### src/rtl/mem_stage_ctrl.sv
// -----------------------------------------------------------------------------
// mem_stage_ctrl
//
// Memory-stage access controller for the pipelined LC-3b datapath. It sits
// directly downstream of the EX/MEM register, takes the decoded control fields
// of the instruction held there and runs the matching data-cache transaction
// over a read/write/resp handshake:
//   - one access for LDR/LDB/STR/STB,
//   - two accesses for LDI/STI (fetch the pointer word, then the final access
//     at that pointer).
// Byte-lane alignment is done here. The upstream pipeline is stalled until the
// final access completes.
//
// Optional feature (compile-time macro DCACHE_TIMEOUT_EN):
//   When defined, a wait counter aborts an access after TIMEOUT_CYCLES cycles
//   without dmem_resp and sets the sticky mem_error flag. When undefined, there
//   is no counter, mem_error is tied low and the controller waits indefinitely.
//
// Parameters
//   TIMEOUT_CYCLES    cycles waited for dmem_resp before an abort (timeout build only)
//
// Ports
//   clk               clock, rising edge
//   reset_n           asynchronous active-low reset
//   valid_in          EX/MEM holds a live instruction
//   opcode[3:0]       LC-3b opcode of that instruction
//   dcache_enable     instruction uses the data cache
//   dcacheR/dcacheW   final access is a read / a write
//   address[15:0]     effective address from EX
//   store_data[15:0]  source register value for STR/STB/STI
//   dmem_resp         cache completes the current access this cycle
//   dmem_rdata[15:0]  cache read data, valid with dmem_resp
//   dmem_read         read request, held until resp (registered)
//   dmem_write        write request, held until resp (registered)
//   dmem_address      access address (registered)
//   dmem_wdata        write data (registered)
//   dmem_byte_enable  write mask, bit1 = high byte (registered)
//   mem_rdata[15:0]   load result to WB, held until the next load completes
//   stall             combinational, freezes all upstream pipeline registers
//   mem_error         sticky timeout flag
// -----------------------------------------------------------------------------
module mem_stage_ctrl #(
    parameter int TIMEOUT_CYCLES = 255
) (
    input  logic        clk,
    input  logic        reset_n,
    input  logic        valid_in,
    input  logic [3:0]  opcode,
    input  logic        dcache_enable,
    input  logic        dcacheR,
    input  logic        dcacheW,
    input  logic [15:0] address,
    input  logic [15:0] store_data,
    input  logic        dmem_resp,
    input  logic [15:0] dmem_rdata,
    output logic        dmem_read,
    output logic        dmem_write,
    output logic [15:0] dmem_address,
    output logic [15:0] dmem_wdata,
    output logic [1:0]  dmem_byte_enable,
    output logic [15:0] mem_rdata,
    output logic        stall,
    output logic        mem_error
);

    localparam logic [3:0] OP_LDB = 4'd2;
    localparam logic [3:0] OP_STB = 4'd3;
    localparam logic [3:0] OP_LDI = 4'd10;
    localparam logic [3:0] OP_STI = 4'd11;

    typedef enum logic [1:0] {
        IDLE     = 2'd0,
        ACCESS   = 2'd1,
        INDIRECT = 2'd2
    } state_t;

    state_t state, state_next;

    // Instruction fields captured on acceptance; the EX/MEM register may move
    // on as soon as stall drops, so the final phase must not rely on inputs.
    logic [3:0]  op_q;
    logic        addr_lsb_q;
    logic [15:0] sdata_q;
    logic        rd_q;
    logic        wr_q;

    logic        read_next;
    logic        write_next;
    logic [15:0] addr_next;
    logic [15:0] wdata_next;
    logic [1:0]  be_next;
    logic        load_en;

    logic        accept;
    logic        busy;
    logic        is_ind_in;
    logic        is_ind_q;
    logic        final_phase;
    logic        final_resp;
    logic        timeout_hit;

    // Word-align an address by clearing bit 0.
    function automatic logic [15:0] align_word(input logic [14:0] upper);
        return {upper, 1'b0};
    endfunction

    // LDB returns the addressed byte zero-extended; all other loads the word.
    function automatic logic [15:0] load_format(input logic [3:0]  op,
                                                input logic        hi_byte,
                                                input logic [15:0] rdata);
        if (op == OP_LDB)
            return {8'h00, (hi_byte ? rdata[15:8] : rdata[7:0])};
        return rdata;
    endfunction

    // STB replicates the byte on both lanes; the byte enable picks the lane.
    function automatic logic [15:0] stb_lanes(input logic [7:0] b);
        return {b, b};
    endfunction

    assign accept      = (state == IDLE) && valid_in && dcache_enable && (dcacheR || dcacheW);
    assign busy        = (state == ACCESS) || (state == INDIRECT);
    assign is_ind_in   = (opcode == OP_LDI) || (opcode == OP_STI);
    assign is_ind_q    = (op_q == OP_LDI) || (op_q == OP_STI);
    assign final_phase = (state == INDIRECT) || ((state == ACCESS) && !is_ind_q);
    assign final_resp  = final_phase && dmem_resp;

    // The abort cycle itself releases the pipeline.
    assign stall = accept || (busy && !final_resp && !timeout_hit);

`ifdef DCACHE_TIMEOUT_EN
    localparam int CNT_W = $clog2(TIMEOUT_CYCLES + 1);

    logic [CNT_W-1:0] wait_cnt;

    // Fires in the cycle that would be the TIMEOUT_CYCLES-th wait cycle.
    assign timeout_hit = busy && !dmem_resp && (wait_cnt == CNT_W'(TIMEOUT_CYCLES - 1));

    always_ff @(posedge clk or negedge reset_n) begin
        if (!reset_n) begin
            wait_cnt  <= '0;
            mem_error <= 1'b0;
        end else begin
            if (!busy || dmem_resp || timeout_hit)
                wait_cnt <= '0;
            else
                wait_cnt <= wait_cnt + 1'b1;
            if (timeout_hit)
                mem_error <= 1'b1;
        end
    end
`else
    assign timeout_hit = 1'b0;
    assign mem_error   = 1'b0;
`endif

    // State register
    always_ff @(posedge clk or negedge reset_n) begin
        if (!reset_n)
            state <= IDLE;
        else
            state <= state_next;
    end

    // Next state and next values of the registered cache interface
    always_comb begin
        state_next = state;
        read_next  = dmem_read;
        write_next = dmem_write;
        addr_next  = dmem_address;
        wdata_next = dmem_wdata;
        be_next    = dmem_byte_enable;
        load_en    = 1'b0;

        case (state)
            IDLE: begin
                if (accept) begin
                    state_next = ACCESS;
                    if (is_ind_in) begin
                        // Pointer fetch is always a full-word read.
                        read_next  = 1'b1;
                        write_next = 1'b0;
                        addr_next  = align_word(address[15:1]);
                        wdata_next = 16'h0000;
                        be_next    = 2'b11;
                    end else if (dcacheR) begin
                        read_next  = 1'b1;
                        write_next = 1'b0;
                        addr_next  = align_word(address[15:1]);
                        wdata_next = 16'h0000;
                        be_next    = 2'b11;
                    end else if (opcode == OP_STB) begin
                        // Byte store keeps the unaligned address.
                        read_next  = 1'b0;
                        write_next = 1'b1;
                        addr_next  = address;
                        wdata_next = stb_lanes(store_data[7:0]);
                        be_next    = address[0] ? 2'b10 : 2'b01;
                    end else begin
                        read_next  = 1'b0;
                        write_next = 1'b1;
                        addr_next  = align_word(address[15:1]);
                        wdata_next = store_data;
                        be_next    = 2'b11;
                    end
                end
            end

            ACCESS: begin
                if (timeout_hit) begin
                    state_next = IDLE;
                    read_next  = 1'b0;
                    write_next = 1'b0;
                    addr_next  = 16'h0000;
                    wdata_next = 16'h0000;
                    be_next    = 2'b00;
                end else if (dmem_resp) begin
                    if (is_ind_q) begin
                        // Pointer arrived: switch straight to the final access.
                        state_next = INDIRECT;
                        read_next  = rd_q;
                        write_next = !rd_q && wr_q;
                        addr_next  = align_word(dmem_rdata[15:1]);
                        wdata_next = rd_q ? 16'h0000 : sdata_q;
                        be_next    = 2'b11;
                    end else begin
                        state_next = IDLE;
                        read_next  = 1'b0;
                        write_next = 1'b0;
                        addr_next  = 16'h0000;
                        wdata_next = 16'h0000;
                        be_next    = 2'b00;
                        load_en    = rd_q;
                    end
                end
            end

            INDIRECT: begin
                if (timeout_hit || dmem_resp) begin
                    state_next = IDLE;
                    read_next  = 1'b0;
                    write_next = 1'b0;
                    addr_next  = 16'h0000;
                    wdata_next = 16'h0000;
                    be_next    = 2'b00;
                    load_en    = dmem_resp && rd_q;
                end
            end

            default: begin
                state_next = IDLE;
                read_next  = 1'b0;
                write_next = 1'b0;
                addr_next  = 16'h0000;
                wdata_next = 16'h0000;
                be_next    = 2'b00;
            end
        endcase
    end

    // Registered cache interface, captured instruction fields and load result
    always_ff @(posedge clk or negedge reset_n) begin
        if (!reset_n) begin
            dmem_read        <= 1'b0;
            dmem_write       <= 1'b0;
            dmem_address     <= 16'h0000;
            dmem_wdata       <= 16'h0000;
            dmem_byte_enable <= 2'b00;
            mem_rdata        <= 16'h0000;
            op_q             <= 4'h0;
            addr_lsb_q       <= 1'b0;
            sdata_q          <= 16'h0000;
            rd_q             <= 1'b0;
            wr_q             <= 1'b0;
        end else begin
            dmem_read        <= read_next;
            dmem_write       <= write_next;
            dmem_address     <= addr_next;
            dmem_wdata       <= wdata_next;
            dmem_byte_enable <= be_next;
            if (accept) begin
                op_q       <= opcode;
                addr_lsb_q <= address[0];
                sdata_q    <= store_data;
                rd_q       <= dcacheR;
                wr_q       <= dcacheW;
            end
            if (load_en)
                mem_rdata <= load_format(op_q, addr_lsb_q, dmem_rdata);
        end
    end

endmodule

### config.mk
export PLATFORM = sky130hd
export DESIGN_NAME = mem_stage_ctrl
export DESIGN_NICKNAME = d
export VERILOG_FILES = /design/src/rtl/mem_stage_ctrl.sv
export SDC_FILE = /design/constraint.sdc
export NUM_CORES = 1
export LEC_CHECK = 0
export BUFFER_PORTS_ARGS = -buffer_cell sky130_fd_sc_hd__buf_2
export CAP_MARGIN = 20
export CORE_MARGIN = 2
export CORE_UTILIZATION = 40
export DETAILED_ROUTE_END_ITERATION = 12
export GPL_ROUTABILITY_DRIVEN = 0
export PLACE_DENSITY = 0.65
export SLEW_MARGIN = 20
export SYNTH_ARGS = -nofsm -noshare
export SYNTH_HDL_FRONTEND = slang
export SYNTH_SLANG_ARGS = --single-unit
### constraint.sdc
create_clock -name clk -period 2.9 [get_ports clk]
set_input_delay 0 -clock clk [delete_from_list [all_inputs] [get_ports clk]]
set_output_delay 0 -clock clk [all_outputs]
set_load 0.03 [all_outputs]
==> flow_summary.toml <==
[critical_path]
cp.arrival_ps = 2430
worstReg2RegEnd = "dmem_address[10]"
r2r_setup_slack_ps = 650
crit_slowest_cell = "o21bai_1"
crit_family = "compound AO/OA/AOI/OAI gates"
crit_path_start_kind = "flop"
worstRegToRegCells = 7
crit_path_end_kind = "flop"
max_stage_delay_ps = 470
reg2reg_from = "state[0]"
cp.required_ps = 3070
crit_path_start = "state[0]"
cp_max_fo = 17
crit_chain = "inv_1 > ha_1 > o21ba_2 > a2bb2oi_1 > buf_4 > o21bai_1 > o21ai_0"
crit_end = "dmem_address[10]"
worst-path-stages = 7
crit_buf_inv = 2
critPathKind = "reg2reg"

[floorplanning]
die_w_um = 97.37
placementRows = 34
initial_utilization_pct = 40.58
fp.dieH_um = 97.37
core_mm2 = 0.008593
die-area_mm2 = 0.009481
pin_count = 113

[sta]
layout_min_cycle_time_ps = 2253
fin_skew_ps = 14.08
setup_violations = 0
rsz0062_at_grt = "false"
tns_ps = 0
maxSlewHeadroom_pct = 32.37
fin_crit_sh_pct = 77.68
finalHoldViolCount = 0
drv_slew = 0
fmax_mhz = 443.9
worst_pin_slew_ps = 1012

[pwr]
p_sw_share_pct = 40.36
ir_drop_uv = 472.0
seqPwrFrac_pct = 38.3
p_leak_uw = 0.002388
p_clk_share_pct = 19.0
powerDensity_mw_per_mm2 = 918.9
netSwitchingPower_uw = 1812
p_comb_share_pct = 42.7
p_int_uw = 2677

[finish]
multiInputGateArea_mm2 = 0.001411
diodes = 0
area_growth_pct = 40.08
seq_area_mm2 = 0.001927
final_nets = 535
drive_gt1_share_pct = 33.40
fin_util_pct = 56.84
instances_no_fill = 584
nFillCells = 776

[clocking]
hold_buffers = 55
cts_tree = "yes"
clock_latency_ps = 350
root_buffer = "clkbuf_8"
cts.sinks = 77
cts_resized = 0
cts_inserted_buffers = 9
cts_buffer_depth = 2
cts_setup_buffers = 0
cts.clk_slew.worst_paths_ps = 70
htreeDepth = 3

[yosys]
async_flop_share_pct = 100.0
syn_area_mm2 = 0.003487
synth-seq-cells = 77
synth_nets = 372
ys_types = 39
synthCells = 310
synth-edff-count = 0
synth_area_per_cell_um2 = 11.25
synthFlopType = "dfrtp_1"
synth_warnings = 0
synth-seq-area-share_pct = 55.26

[min_path]
hold_start = "dmem_rdata[7]"
hold_path.class = "in2reg"

[drt]
dr_total_vias = 3077
drc_errors = 0
firstDrtPassIters = 4
first_iter_violations = 152
wl_per_cell_um = 16.71
wl_um = 9756
viasPerCell = 5.269
ant_nets = 0

[flow_run]
maxCapViolCount = 0

[grt]
grt_max_degree = 78
grt_pass1_vias = 3099
grt_pass1_wl_um = 15690
overflow = 0
grt_usage_pct = 20.70
antenna_found_initial = 0

[placed_design]
dpl.hpwl_um = 6549
io_buffers = 111
dp_cells = 515

[outcome]
status = "completed"
[registers in the layout, indices dropped and copies added (netlist names)]
name / count
dmem_address: 16
op_q: 4
dmem_read: 1
mem_rdata: 16
rd_q: 1
state: 2
dmem_byte_enable: 2
sdata_q: 16
dmem_wdata: 16
dmem_write: 1
addr_lsb_q: 1
wr_q: 1
[cells by family (layout without fill, tap and decap cells)]
kind of cell             count (synthesis)  in the layout  synth area share (%)
AO/OA/AOI/OAI                           85             85                 17.04
flip-flops                              77             77                 55.26
AND/OR/NAND/NOR                         71             71                 10.05
multiplexers                            39             39                 12.02
buffers and inverters                   34            200                 4.449
adder cells (fa/ha/maj)                  3              3                 1.077
other                                    1              1                0.1075
[power groups by stage]
| stage | logic (uW) | clock network (uW) | registers (uW) |
|---|---|---|---|
| floorplan | 818 | 0 | 2150 |
| global placement | 1770 | 0 | 1720 |
| detailed placement | 1810 | 0 | 1740 |
| CTS | 1920 | 868 | 1720 |
| global route | 2080 | 919 | 1770 |
| finish | 1920 | 852 | 1720 |
[worst min-delay path, delay by kind of cell]
| family | cells | cell delay [ps] |
|---|---|---|
| mux | 1 | 70 |
| compound gates | 1 | 140 |
| buf+inv | 1 | 100 |
[layer usage]
metal  track usage (%)  wire [um]  vias up
li1                  -          -     1447
met1             27.68       4318     1492
met2             32.04       4606      107
met3             4.892        513       31
met4             9.509        318        0
met5                 0          0        -
[cell usage after synthesis, types with 3 or more instances]
cell type	number	area share, %
a21oi_1	10	1.4
a221o_1	16	4.6
a22oi_1	16	3.4
and2_1	8	1.4
buf_2	10	1.4
clkbuf_1	6	0.65
dfrtp_1	77	55
ha_1	3	1.1
inv_1	13	1.4
mux2_2	23	7.4
mux2i_1	16	4.6
nand2_1	22	2.4
nand3_1	10	1.4
nor2_1	12	1.3
nor3_1	8	1.1
o21ai_0	31	4.4
[layout make-up]
type / count / area share, %
clock buffer: 9 / 2.536
clock inverter: 5 / 1.588
inverter: 13 / 0.9990
multi-input combinational: 199 / 28.89
sequential: 77 / 39.45
tap: 108 / 2.766
timing repair buffer: 173 / 23.77
[cells in the final DEF (no fill, tap or decap), types with 3 or more instances in the layout]
cell type / synthesis / final
a21oi_1: 10 / 10
inv_1: 13 / 13
a221o_1: 16 / 16
buf_4: 2 / 8
dfrtp_1: 77 / 77
a22oi_1: 16 / 16
nand3_1: 10 / 10
clkbuf_8: 0 / 9
dlygate4sd3_1: 0 / 55
buf_2: 10 / 110
nand2_1: 22 / 22
mux2i_1: 16 / 16
ha_1: 3 / 3
nor3_1: 8 / 8
mux2_2: 23 / 23
nor2_1: 12 / 12
and2_1: 8 / 8
o21ai_0: 31 / 31
[through the flow]
stage / cell area (um2) / hold WS [ps] / total power [uW] / setup WS (ps)
floorplan: 3487 / -295.6 / 2970 / 1085
global placement: 4133 / 210.3 / 3491 / 819.1
detailed placement: 4133 / 213.7 / 3553 / 666.7
CTS: 4885 / 8.756 / 4511 / 644.6
global route: 4885 / 27.26 / 4773 / 487.4
finish: 4885 / 21.34 / 4489 / 647.2
[worst min-delay path by stage]
stage / end / slack (ps) / depth (start not counted)
after floorplan: addr_lsb_q / -300 / 0
after global placement: dmem_wdata[10] / 210 / 1
after detailed placement: dmem_wdata[10] / 210 / 1
after CTS: mem_rdata[7] / 9 / 3
after global routing: mem_rdata[6] / 30 / 3
final: mem_rdata[7] / 20 / 3
Note: power is estimated with default switching activity, not from simulation.
